<file path="config.mk">
export PLATFORM = sky130hd
export DESIGN_NAME = conv_8_4
export DESIGN_NICKNAME = d
export VERILOG_FILES = /design/src/rtl/conv_8_4_pkg.sv /design/src/rtl/conv_8_4_dot4.sv /design/src/rtl/conv_8_4.sv
export SDC_FILE = /design/constraint.sdc
export NUM_CORES = 1
export LEC_CHECK = 0
export CORE_ASPECT_RATIO = 1.5
export CORE_UTILIZATION = 40
export CTS_BUF_LIST = sky130_fd_sc_hd__clkbuf_2 sky130_fd_sc_hd__clkbuf_4 sky130_fd_sc_hd__clkbuf_8
export DETAILED_ROUTE_END_ITERATION = 8
export HOLD_SLACK_MARGIN = 0.05
export REMOVE_ABC_BUFFERS = 1
export SLEW_MARGIN = 10
export SYNTH_ARGS = -nofsm -noshare
export SYNTH_HDL_FRONTEND = slang
export SYNTH_HIERARCHICAL = 1
export SYNTH_SLANG_ARGS = --single-unit
export TNS_END_PERCENT = 20
</file>
<file path="constraint.sdc">
create_clock -name clk -period 9.2 [get_ports clk]
set_input_delay 1.84 -clock clk [delete_from_list [all_inputs] [get_ports clk]]
set_output_delay 1.84 -clock clk [all_outputs]
set_load 0.02 [all_outputs]
</file>
<file path="src/rtl/conv_8_4_pkg.sv">
// Shared sizes, FSM states and signed data types for the conv_8_4 correlation engine.
package conv_8_4_pkg;

    localparam int X_LEN = 8;
    localparam int F_LEN = 4;
    localparam int Y_LEN = 5;
    localparam int IN_W  = 8;
    localparam int OUT_W = 18;

    typedef enum logic [1:0] {
        LOAD    = 2'd0,
        COMPUTE = 2'd1,
        OUTPUT  = 2'd2
    } state_e;

    typedef logic signed [IN_W-1:0]  sample_t;
    typedef logic signed [OUT_W-1:0] result_t;

endpackage

</file>
<file path="src/rtl/conv_8_4_dot4.sv">
// Combinational 4-element signed dot product: 8x8 products, 18-bit sum.
module conv_8_4_dot4
    import conv_8_4_pkg::*;
(
    input  sample_t x [F_LEN],
    input  sample_t f [F_LEN],
    output result_t y
);

    logic signed [2*IN_W-1:0] prod;
    result_t                  acc;

    always_comb begin
        prod = '0;
        acc  = '0;
        for (int j = 0; j < F_LEN; j++) begin
            prod = 16'(x[j]) * 16'(f[j]);
            acc  = acc + result_t'(prod);
        end
    end

    assign y = acc;

endmodule

</file>
<file path="src/rtl/conv_8_4.sv">
// Streaming 8-sample x 4-tap valid correlation: load x/f, emit 5 results over valid/ready.
module conv_8_4
    import conv_8_4_pkg::*;
(
    input  logic                    clk,
    input  logic                    reset,
    input  logic signed [IN_W-1:0]  s_data_in_x,
    input  logic                    s_valid_x,
    output logic                    s_ready_x,
    input  logic signed [IN_W-1:0]  s_data_in_f,
    input  logic                    s_valid_f,
    output logic                    s_ready_f,
    output logic signed [OUT_W-1:0] m_data_out_y,
    output logic                    m_valid_y,
    input  logic                    m_ready_y
);

    state_e      state;
    sample_t     xmem [X_LEN];
    sample_t     fmem [F_LEN];
    logic [3:0]  x_cnt;
    logic [2:0]  f_cnt;
    logic [2:0]  m;
    logic        x_fire;
    logic        f_fire;
    sample_t     win_x [F_LEN];
    result_t     dot_y;

    assign s_ready_x = (state == LOAD) && (x_cnt < 4'(X_LEN));
    assign s_ready_f = (state == LOAD) && (f_cnt < 3'(F_LEN));
    assign x_fire    = s_valid_x && s_ready_x;
    assign f_fire    = s_valid_f && s_ready_f;

    // Sliding window of x aligned to the current output index.
    always_comb begin
        for (int j = 0; j < F_LEN; j++) begin
            win_x[j] = xmem[3'(m + 3'(j))];
        end
    end

    conv_8_4_dot4 u_dot4 (
        .x (win_x),
        .f (fmem),
        .y (dot_y)
    );

    always_ff @(posedge clk or posedge reset) begin
        if (reset) begin
            state        <= LOAD;
            x_cnt        <= '0;
            f_cnt        <= '0;
            m            <= '0;
            m_valid_y    <= 1'b0;
            m_data_out_y <= '0;
            for (int i = 0; i < X_LEN; i++) xmem[i] <= '0;
            for (int i = 0; i < F_LEN; i++) fmem[i] <= '0;
        end else begin
            case (state)
                LOAD: begin
                    if (x_fire) begin
                        xmem[x_cnt[2:0]] <= s_data_in_x;
                        x_cnt            <= x_cnt + 4'd1;
                    end
                    if (f_fire) begin
                        fmem[f_cnt[1:0]] <= s_data_in_f;
                        f_cnt            <= f_cnt + 3'd1;
                    end
                    if (x_cnt == 4'(X_LEN) && f_cnt == 3'(F_LEN)) begin
                        state <= COMPUTE;
                    end
                end
                COMPUTE: begin
                    m_data_out_y <= dot_y;
                    m_valid_y    <= 1'b1;
                    state        <= OUTPUT;
                end
                OUTPUT: begin
                    if (m_ready_y) begin
                        m_valid_y <= 1'b0;
                        if (m == 3'(Y_LEN - 1)) begin
                            x_cnt <= '0;
                            f_cnt <= '0;
                            m     <= '0;
                            state <= LOAD;
                        end else begin
                            m     <= m + 3'd1;
                            state <= COMPUTE;
                        end
                    end
                end
                default: state <= LOAD;
            endcase
        end
    end

endmodule

</file>
---- Word-level counts from Yosys, hierarchy flattened ----
Cells that the tools add are included.
word-level totals
  register bits ........................... 127
  bits of input ports ..................... 21
  word-level logic and storage cells ...... 106
cells by class
  $add $sub $neg .......................... 8
  multipliers ............................. 4
  magnitude comparators ................... 10
  equal/unequal tests ..................... 10
  multiplexer cells ....................... 33
  bitwise logic cells ..................... 6
  reductions and logical operators ........ 17
operators with widths
  kind                   count
  $bmux W8 S3            4
  $mux W8                10
  $bwmux W64             1
  $mul A8 B8 Y16         4
  $bwmux W32             1
  $demux W8 S3           1
  $ge A4 B4 Y1 const B   5
  $not A3 Y4             5
  $add A17 B16 Y18       1
  $add A18 B16 Y18       1
  $add A16 B16 Y17       1
  $demux W8 S2           1
  $mux W3                4
  $mux W4                3
  $reduce_and A2 Y1      5
  $ne A2 B2 Y1 const B   4
  $pmux W4 S2            1
  $reduce_and A4 Y1      2
  $logic_and A1 B1 Y1    7
  $add A3 B1 Y3 const B  2
  $add A3 B2 Y3 const B  2
  $eq A3 B3 Y1 const B   2
  $pmux W2 S3            1
  $pmux W3 S2            1
  16 further kinds       19

---- Logic depth before layout (Yosys ltp) ----
  word-level depth ........................ 9
  gate-level depth with buffers ........... 31

---- Hierarchy ----
Netlist, hierarchy kept.
by module, submodules not included
  module         times used  cells each  area an instance (um^2)
  conv_8_4_dot4  1           1108        10894.2
  conv_8_4       1           485         6557.5

---- Worst setup path after synthesis ----
Ideal clock, no wire load.
  path type ............................... reg-to-reg
  start ................................... reg m[0]
  end ..................................... reg m_data_out_y[17]
  setup time .............................. 0.125 ns
  data arrival time ....................... 8.734 ns
  required time ........................... 9.075 ns
  slack ................................... 0.342 ns
  cell stages (with the launch flop) ...... 30
  clock period less this slack ............ 8.858 ns
  cell sequence ........................... dfrtp_1 -> clkbuf_1 -> buf_1 -> inv_1 -> ha_1 -> clkbuf_1 -> buf_1 -> mux2i_1 -> nand2_1 -> inv_1 -> fa_1 -> inv_1 -> fa_1 -> fa_1 -> inv_1 -> fa_1 -> fa_1 -> fa_1 -> fa_1 -> inv_1 -> fa_1 -> inv_1 -> ha_1 -> a21oi_4 -> o2111ai_1 -> a221oi_2 -> a21oi_2 -> a31oi_4 -> xnor2_1 -> mux2_2
RTL lines
  item                    RTL line        RTL
  start, declared         conv_8_4.sv:23  logic [2:0] m;
  start signal, assigned  conv_8_4.sv:86  m <= m + 3'd1;
  end signal, assigned    conv_8_4.sv:73  m_data_out_y <= dot_y;
  end, declared           conv_8_4.sv:13  output logic signed [OUT_W-1:0] m_data_out_y,

==> impl_table.tex <==
\begin{tabular}{lr}
\hline
Metric & Value \\
\hline
\multicolumn{2}{l}{\textbf{Floorplan}} \\
Core Box Area & 0.0429 mm\^{}2 \\
Boundary Pins & 42 \\
Total number of placement rows & 93 \\
Height of the chip & 258 um \\
Initial cell density of the core & 40.6\% \\
Floorplan die area & 0.0445 mm\^{}2 \\
Die span in x & 173 um \\
\multicolumn{2}{l}{\textbf{Yosys}} \\
Share of the yosys chip area belonging to registers & 18.2\% \\
Post-Synthesis Mean Instance Area & 11.0 um\^{}2 \\
Unique masters post-synth & 51 \\
Ys async rst share & 100\% \\
Synth warn & 6 \\
Number of cells produced by synthesis & 1593 \\
Register bit total from synthesis & 127 \\
Most used DFF post-synth & sky130\_fd\_sc\_hd\_\_dfrtp\_1 \\
Summed instance area of the synthesized netlist & 0.0175 mm\^{}2 \\
Number of synthesized flops with an enable pin & 0 \\
\multicolumn{2}{l}{\textbf{Routing}} \\
Number of routed nets with antenna violations & 0 \\
Met1 routed wirelength after detailed routing & 16600 um \\
Highest metal layer with signal wires & met4 \\
Number of optimization iterations in the first detailed-route pass & 5 \\
Routed length on met2 & 24100 um \\
Total DRC errors in the routed layout & 0 \\
Final routed wire length divided by cell count & 19.5 um \\
Total number of vias & 11200 \\
Per-cell via count in the routed design & 5.02 \\
DRC marker count from the first detailed-route iteration & 410 \\
Wire length reported by the detailed router & 43500 um \\
Length of routed met3 wiring & 844 um \\
\multicolumn{2}{l}{\textbf{CTS}} \\
Number of buffers on the longest clock path & 2 \\
Clock transition at path regs & 0.09 ns \\
Library cell used as clock root buffer & sky130\_fd\_sc\_hd\_\_clkbuf\_8 \\
Clock net sink count & 127 \\
Cts-stage hold buffer count & 0 \\
Maximum level of the CTS H-tree & 4 \\
Postcts setup bufs & 0 \\
Cts bufs inserted & 17 \\
Post-cts gate resize count & 0 \\
Clock insertion delay at the later pin of the skew report & 0.47 ns \\
TritonCTS clock tree & done \\
\multicolumn{2}{l}{\textbf{STA}} \\
Crit share post-route & 92.5\% \\
Final setup violation count & 0 \\
Slew @ Worst Pin & 1.13 ns \\
Post-route minimum period & 8.51 ns \\
Setup repair after global routing missed its margin & false \\
Worst Hold Slack & 0.492 ns \\
Remaining max-slew budget at the tightest pin & 24.4\% \\
Endpoints failing hold & 0 \\
Fmax & 118 MHz \\
Final-report max-slew violation count & 0 \\
Clock Skews & 0.0147 ns \\
Min setup slack post-route & 0.690 ns \\
\multicolumn{2}{l}{\textbf{Critical path}} \\
Crit-path leading delay family & adder cells \\
Critical-path top delay cell & sky130\_fd\_sc\_hd\_\_fa\_1 \\
Critical Path Start Type & flop \\
Class of the most critical setup path & reg2reg \\
Arrival time of data at the critical path endpoint & 8.87 ns \\
Number of cells on the worst reg-to-reg path & 26 \\
Data required time of the critical path & 9.56 ns \\
Category of the worst setup path capture point & flop \\
Crit-path max FO & 48 \\
Count of buffering cells on the critical path with inverters included & 6 \\
Biggest cell delay along the critical path & 0.58 ns \\
Crit. path cell count & 26 \\
Cell with the most instances on the worst path & sky130\_fd\_sc\_hd\_\_fa\_1 \\
\multicolumn{2}{l}{\textbf{Layout}} \\
Footprint of the flip-flops and latches & 0.00318 mm\^{}2 \\
Total Nets Final & 2094 \\
Most frequent cells in the layout & sky130\_fd\_sc\_hd\_\_inv\_1 (361), sky130\_fd\_sc\_hd\_\_fa\_1 (318), sky130\_fd\_sc\_hd\_\_mux2\_2 (162), sky130\_fd\_sc\_hd\_\_and2\_1 (149), sky130\_fd\_sc\_hd\_\_dfrtp\_1 (126) \\
Number of inserted filler cells in the final layout & 3997 \\
Final Util & 44.4\% \\
Area grow syn2layout & 9.15\% \\
Area occupied by multi-input gates & 0.0128 mm\^{}2 \\
Fin area & 0.0190 mm\^{}2 \\
Most common library cell in the layout ignoring fill and taps & sky130\_fd\_sc\_hd\_\_inv\_1 \\
\# diodes & 0 \\
Share of cells above drive strength 1 & 15.8\% \\
\multicolumn{2}{l}{\textbf{Global routing}} \\
Antenna violations before repair & 0 \\
Maximum number of pins on one net before global-route repair & 67 \\
Congestion Overflow GR & 0 \\
Total Routing Usage GR & 20.8\% \\
Global-route wire length before repair & 70000 um \\
Number of global-route vias before repair & 12700 \\
\multicolumn{2}{l}{\textbf{Flow run}} \\
MaxCap Viol Count & 0 \\
\multicolumn{2}{l}{\textbf{Min path}} \\
Cell count of the worst hold path & 1 \\
Hold/Removal Path Class & reg2reg \\
\multicolumn{2}{l}{\textbf{Place}} \\
Post-DP HPWL & 36600 um \\
DP Worst Slack & 0.692 ns \\
Final GP Congestion & 0.875 \\
Buffers on Ports & 41 \\
Placed cell areas & 0.0187 mm\^{}2 \\
\multicolumn{2}{l}{\textbf{Outcome}} \\
Result of the run & finished clean \\
\hline
\end{tabular}
## kinds of logic after synthesis
family | synth area share [%]
adder cells (fa/ha/maj) | 44.1
buffers and inverters | 8.58
AND/OR/NAND/NOR | 11.2
multiplexers | 13.7
flip-flops | 18.2
AO/OA/AOI/OAI | 2.66
XOR/XNOR | 1.61
## sequential cells by signal (all words and copies together) (netlist names)
| name | count |
|---|---|
| f_cnt | 3 |
| state | 2 |
| m | 3 |
| xmem | 64 |
| m_data_out_y | 18 |
| x_cnt | 4 |
| fmem | 32 |
| m_valid_y | 1 |
## synth_stat cells (all sizes together), types with 2 or more instances
master  count  share of area [%]
and4        2               0.10
nor4b       3               0.26
inv       362                7.8
clkbuf     15               0.32
o22ai      16               0.57
o21ai      14               0.40
and2      149                5.3
mux2      170                 11
dfrtp     127                 18
buf        14               0.45
a211oi      8               0.34
fa        318                 36
nor3b       8               0.34
nor3        5               0.20
nor2       38               0.83
nand2     105                2.3
nor2b      13               0.47
o31ai       3               0.16
a21o        5               0.22
nand3       6               0.17
o21bai      2              0.086
a21oi      10               0.39
o21a        3               0.13
nand3b      4               0.17
mux2i      11               0.63
mux4       15                1.9
nand2b     16               0.57
xor2        9               0.45
xnor2      23                1.2
ha        106                7.6
## metal layers
| layer | track usage (%) | vias up |
|---|---|---|
| met5 | 0 | - |
| met4 | 9.67 | 0 |
| met3 | 1.62 | 92 |
| met2 | 40.0 | 189 |
| met1 | 23.0 | 5891 |
| li1 | - | 5027 |
## path summary, 6_finish.rpt
path | to | slack [ns] | start
setup / recovery | m_data_out_y[17] | 0.69 | m[0]
hold / removal | m_valid_y | 0.49 | m_valid_y
setup reg to reg | m_data_out_y[17] | 0.69 | m[0]
hold reg to reg | m_valid_y | 0.49 | m_valid_y
max in group asynchronous | m[0] | 5.91 | reset
min in group asynchronous | m_data_out_y[4] | 1.88 | reset
## metrics by stage
step                      TNS [ns]  std cells
after global placement           0       2200
final                            0       2232
after detailed placement         0       2200
after CTS                        0       2232
after floorplan              -1.08       1564
after global routing             0       2232
## layout make-up
| type | count | area share (%) |
|---|---|---|
| inverter | 363 | 7.17 |
| clock inverter | 10 | 0.525 |
| clock buffer | 22 | 1.56 |
| sequential | 127 | 16.7 |
| tap | 570 | 3.74 |
| timing repair buffer | 66 | 3.21 |
| multi-input combinational | 1074 | 67.1 |
Power is not shown: default switching activity piles up to over one toggle a cycle in this logic, so the estimate is an artifact.
